--- src/rtl/dmem_responder.sv ---
// +--------------------------------------------------------------------------+
// | dmem_responder: fixed-latency single-port data memory responder with a   |
// | valid/ready request side and a one-cycle response pulse.                 |
// | Optional feature macro: DMEM_ALIGN_CHECK_EN (misaligned word access flag) |
// | Revision: 1.0                                                            |
// +--------------------------------------------------------------------------+
`default_nettype none

module dmem_responder #(
   parameter int DEPTH_WORDS = 64,
   parameter int LATENCY     = 2
) (
   input  logic        clk,
   input  logic        reset,
   input  logic        req_valid,
   output logic        req_ready,
   input  logic        req_write,
   input  logic        req_byte,
   input  logic [31:0] req_addr,
   input  logic [31:0] req_wdata,
   output logic        resp_valid,
`ifdef DMEM_ALIGN_CHECK_EN
   output logic        resp_err,
`endif
   output logic [31:0] resp_rdata
);

   localparam int         IDX_W    = $clog2(DEPTH_WORDS);
   localparam int         ADDR_W   = IDX_W + 2;
   localparam logic [2:0] CNT_LOAD = 3'(LATENCY - 1);

   typedef enum logic [1:0] {
      IDLE = 2'd0,
      BUSY = 2'd1,
      RESP = 2'd2
   } state_t;

   state_t state;
   state_t state_nxt;
   logic [2:0] cnt;
   logic [2:0] cnt_nxt;

   // request captured at accept; only the address bits that select a word and lane are kept
   logic              wr_q;
   logic              byte_q;
   logic [ADDR_W-1:0] addr_q;
   logic [31:0]       wdata_q;
   logic [31:0]       rdata_q;

   logic [31:0] mem [DEPTH_WORDS];

   logic             accept;
   logic             perform;
   logic             misaligned;
   logic             mem_we;
   logic [IDX_W-1:0] idx;
   logic [1:0]       lane;
   logic [3:0]       lane_we;
   logic [31:0]      wdata_lanes;
   logic [31:0]      word_rd;
   logic [7:0]       byte_rd;
   logic [31:0]      load_val;

   assign idx       = addr_q[ADDR_W-1:2];
   assign lane      = addr_q[1:0];
   assign req_ready = reset && (state == IDLE);
   assign accept    = req_valid && req_ready;
   assign perform   = (state == BUSY) && (cnt == 3'd0);

`ifdef DMEM_ALIGN_CHECK_EN
   logic err_q;
   assign misaligned = !byte_q && (lane != 2'b00);
`else
   assign misaligned = 1'b0;
`endif

   // ---------------------------------------------------------------- FSM
   always_ff @(posedge clk or negedge reset) begin
      if (!reset) begin
         state <= IDLE;
         cnt   <= 3'd0;
      end else begin
         state <= state_nxt;
         cnt   <= cnt_nxt;
      end
   end

   always_comb begin
      state_nxt = state;
      cnt_nxt   = cnt;
      case (state)
         IDLE: begin
            if (accept) begin
               state_nxt = BUSY;
               cnt_nxt   = CNT_LOAD;
            end
         end
         BUSY: begin
            if (cnt == 3'd0) begin
               state_nxt = RESP;
            end else begin
               cnt_nxt = cnt - 3'd1;
            end
         end
         RESP: begin
            state_nxt = IDLE;
         end
         default: begin
            state_nxt = IDLE;
            cnt_nxt   = 3'd0;
         end
      endcase
   end

   // ---------------------------------------------------------------- request latch
   always_ff @(posedge clk or negedge reset) begin
      if (!reset) begin
         wr_q    <= 1'b0;
         byte_q  <= 1'b0;
         addr_q  <= '0;
         wdata_q <= '0;
      end else if (accept) begin
         wr_q    <= req_write;
         byte_q  <= req_byte;
         addr_q  <= req_addr[ADDR_W-1:0];
         wdata_q <= req_wdata;
      end
   end

   // ---------------------------------------------------------------- memory
   assign mem_we      = perform && wr_q && !misaligned;
   assign lane_we     = byte_q ? (4'b0001 << lane) : 4'b1111;
   assign wdata_lanes = byte_q ? {4{wdata_q[7:0]}} : wdata_q;

   // no reset here: contents survive reset by design
   always_ff @(posedge clk) begin
      if (mem_we) begin
         for (int b = 0; b < 4; b++) begin
            if (lane_we[b]) begin
               mem[idx][8*b +: 8] <= wdata_lanes[8*b +: 8];
            end
         end
      end
   end

   assign word_rd = mem[idx];

   always_comb begin
      byte_rd = word_rd[7:0];
      case (lane)
         2'd0:    byte_rd = word_rd[7:0];
         2'd1:    byte_rd = word_rd[15:8];
         2'd2:    byte_rd = word_rd[23:16];
         default: byte_rd = word_rd[31:24];
      endcase
   end

   assign load_val = byte_q ? {{24{byte_rd[7]}}, byte_rd} : word_rd;

   // ---------------------------------------------------------------- response
   always_ff @(posedge clk or negedge reset) begin
      if (!reset) begin
         rdata_q <= '0;
      end else if (perform) begin
         rdata_q <= (wr_q || misaligned) ? 32'd0 : load_val;
      end
   end

   assign resp_valid = (state == RESP);
   assign resp_rdata = resp_valid ? rdata_q : 32'd0;

`ifdef DMEM_ALIGN_CHECK_EN
   always_ff @(posedge clk or negedge reset) begin
      if (!reset) begin
         err_q <= 1'b0;
      end else if (perform) begin
         err_q <= misaligned;
      end
   end

   assign resp_err = resp_valid && err_q;
`endif

endmodule

`default_nettype wire

--- config.mk ---
export PLATFORM = sky130hd
export DESIGN_NAME = dmem_responder
export DESIGN_NICKNAME = d
export VERILOG_FILES = /design/src/rtl/dmem_responder.sv
export SDC_FILE = /design/constraint.sdc
export NUM_CORES = 2
export LEC_CHECK = 0
export ABC_AREA = 1
export CORE_MARGIN = 2
export CORE_UTILIZATION = 59
export CTS_BUF_LIST = sky130_fd_sc_hd__clkbuf_8
export DETAILED_ROUTE_END_ITERATION = 8
export PLACE_DENSITY = 0.78
export SETUP_SLACK_MARGIN = 0.5
export SLEW_MARGIN = 40
export SYNTH_ARGS = -nofsm -noshare
export SYNTH_HDL_FRONTEND = slang
export SYNTH_SLANG_ARGS = --single-unit
export TNS_END_PERCENT = 50
--- constraint.sdc ---
create_clock -name clk -period 2.6 [get_ports clk]
set_input_delay 0.26 -clock clk [delete_from_list [all_inputs] [get_ports clk]]
set_output_delay 0.26 -clock clk [all_outputs]
set_load 0.005 [all_outputs]
==> metrics <==
Die Span X=around 400 microns; Comb power frac=between 40% and 50%; post-DP HPWL=roughly 180 mm; number of global-route vias before repair=~67000; Leakage=48.90 nW; CP Launch Type=flip-flop; Synth Area in Adders=less than 1%; Avg Cell Area, Syn=10.03 sq um; Synth Area in XOR/XNOR=less than 1%; asr flop ratio synth=approximately 3.7%; layout cell share with drive strength beyond 1=15.61%; CP max stage cell=dfrtp_4; PortBufs=78; # setup viols final=184; CTS root buf=clkbuf_8; syn nets=9358; antenna-violating nets left=0; Synth area leaders=edfxtp_1 66%, nand2_1 13%, inv_1 6.3%; Top FF cell, synth=edfxtp_1; Via density=between 5 and 6; Worst-Margin Slew=between 0.8 and 0.9 ns; drt pass-1 iters=8; DR WL/cell=22.07 microns; Pint=about 74 mW; sw frac=roughly two fifths; WP buf/inv=5; CP delay by family, top=buffers and inverters; WL met1=98.12 mm; post-synthesis register bit count=~2100; CTS Buf Count=350; met2 WL=approximately 120 mm; H-Tree Depth=5; largest net degree at the start of global routing=66; RSZ-0062 raised after global routing=yes; failing checks=setup timing; global-route wire length before repair=around 400 mm; clock-pin slew on the worst setup and hold paths=0.06 ns; Worst Clk Skew=around 0.07 ns; gpl congestion=slightly above 0.9; placed instance area=approximately 100000 sq um; PD cells=about 1100 nW/um^2; fmax=between 300 and 400 MHz; Routed Wire Length=273.1 mm; cells after synthesis=around 9300; main combinational cell family by area after synthesis=simple AND/OR/NAND/NOR gates; DR DRC count=0; Crit path largest cell delay=roughly 0.47 ns; CP arrival=approximately 3.7 ns; Synth cell types=32; vias after detailed routing=a little under 70000; setup tns final=-13.57 ns; Slew headroom=42.53%; Synth warnings=0; fraction of power consumed by sequential logic=about 37%; min Tclk post-route=between 2 and 3 ns; most frequent cells after synthesis=3210 x nand2_1, 2048 x edfxtp_1, 1563 x inv_1; crit path kind=flip-flop to flip-flop; Final Cell Area=110600 sq um; FILL cells=roughly 11000; Synth Area in Simple Gates=between 20% and 30%; Max-cap violations=0; initial antenna violation count=6; Top Layer Used=met4; Top Ports=between 100 and 150; endpoint type of the worst setup path=flip-flop; area leader, netlist=edfxtp_1; count leader, synth=nand2_1; post-layout power=roughly 120 mW; row cnt=around 150; GRT Util Overall=about a third; Psw=48.54 mW; mux cell area share after synthesis=0%; Synth top area share=66.01%; status=complete, but fails checks; Post-synth EDFFs=2048; sequential-to-total area share from yosys stat=about 68%; Skew-Pair Late Insertion Delay=roughly 1.0 ns; Post-Synthesis Cell Area=93170 sq um; Slew Limit Fails=0; hold_ws=about 0.14 ns; Max Buffers Root-to-Sink=4; CTS tree=done; Synth Area in Compound Gates=2.949%; pre-CTS setup slack=-0.4590 ns; 1st-iter DRT viols=a little over 9000; PnR worst setup slack=-0.2123 ns; maximum VDD drop=0.001019 V; worst hold path class=input pin to flip-flop; Layout Area Growth over Synthesis=18.75%; Clock Sinks=2127; DIE HEIGHT=~400 microns; Clk network pwr share=21.7%; final hold violation count=0; core area=~160000 sq um; WP data required=3.52 ns; fin crit share=108.2%; initial core utilization=slightly below 60%; Total Die Area=around 160000 sq um; met3 wire len=between 30 and 40 mm; Crit Path Max Fanout=25; Overflow after GRT=0; nets@finish=between 10000 and 15000; crit path cell chain=buf_12 > buf_12 > buf_4 > buf_12 > nand2_1 > nand3_1 > nand2_1 > o21ai_2 > nand2_1 > nor2_2 > nand2_4 > nand2_2 > nand3_4 > buf_12 > o21bai_1 > nand2_1
## cell families (layout without fill, tap and decap cells)
logic type / count (synthesis) / count (layout)
AOI/OAI and AO/OA: 475 / 475
other: 0 / 8
DFF: 2127 / 2127
xor gates and xnor gates: 1 / 1
buffers and inverters: 2010 / 3031
and+or+nand+nor: 4672 / 4672
adders and majority gates: 2 / 2
## tightest hold or removal path, cell delays in order
cell and delay [ns]:
clkdlybuf4s50_1 0.60, nand2_1 0.14, o21ai_0 0.09
## power groups by stage
| stage | sequential, mW | combinational (mW) | clock (mW) |
|---|---|---|---|
| final | 45.1 | 50.8 | 26.6 |
| after global routing | 45.1 | 53.6 | 28.2 |
| after CTS | 45.1 | 47.9 | 26.7 |
| after detailed placement | 45.8 | 45.7 | 0 |
| after global placement | 45.8 | 44.6 | 0 |
| after floorplan | 46.3 | 23.3 | 0 |
## per-layer routing
layer | vias to the layer above | GRT usage (%)
met4 | 0 | 19.66
li1 | 31030 | -
met3 | 907 | 8.114
met2 | 4218 | 52.08
met1 | 32200 | 43.03
met5 | - | 0
## path summary, 6_finish.rpt
check                             from  cells past startpoint  slack [ns]          end
max reg2reg                  addr_q[2]                     16       -0.21  rdata_q[31]
min                        req_addr[0]                      3        0.14    addr_q[0]
max                          addr_q[2]                     16       -0.21  rdata_q[31]
min reg2reg                wdata_q[29]                      2        0.48  wdata_q[29]
min in group asynchronous        reset                      5        0.41       cnt[0]
max in group asynchronous        reset                      5        1.50    addr_q[2]
## final cells by class
class                           count  area (sq um)  share of cell area, %
Sequential cell                  2127         63490                  57.39
Multi-Input combinational cell   5150         22940                  20.74
Antenna cell                        8         20.02                0.01809
Clock buffer                      368          5065                  4.578
Clock inverter                    241          1119                  1.011
Timing Repair Buffer              848          9442                  8.534
Inverter                         1571          5941                  5.370
Tap cell                         2058          2575                  2.327
Timing Repair inverter              3         41.29                0.03732
## stage by stage
step | std cells | util (%)
after global routing | 12370 | 70.66
after CTS | 12340 | 70.14
after global placement | 11670 | 65.27
after floorplan | 9287 | -
final | 12370 | 70.66
after detailed placement | 11670 | 65.31
## registers in the layout (all words and copies together) (netlist names)
signal	cells
state	2
wr_q	1
addr_q	8
mem	2048
wdata_q	32
cnt	3
rdata_q	32
byte_q	1
## cells in the final DEF, fill, tap and decap left out, types with 17 or more instances in the layout
master,n
nand2_1,3121
edfxtp_1,2048
inv_1,1669
nand3_1,607
nor2_1,515
buf_4,502
clkbuf_8,368
o21ai_0,200
buf_12,154
o21ai_1,128
or2_2,117
nor2_4,90
clkinv_1,84
o211ai_1,78
nand2_2,73
dfrtp_1,68
nor2_2,51
clkdlybuf4s50_1,45
dlygate4sd3_1,42
clkinv_2,36
buf_6,33
or2_0,26
or2_1,24
o21ai_2,24
o21bai_1,20
o21bai_2,20
nand2_4,17
## what timing repair did
item	in CTS	in global routing
resized for setup	278	103
hold buffers	43	0
hold endpoints to repair	119	0
gates cloned	10	15
setup buffers	10	12
pin swaps	20	11
setup endpoints to repair	2319	2881
No activity file was read; power rests on OpenSTA's default activity.
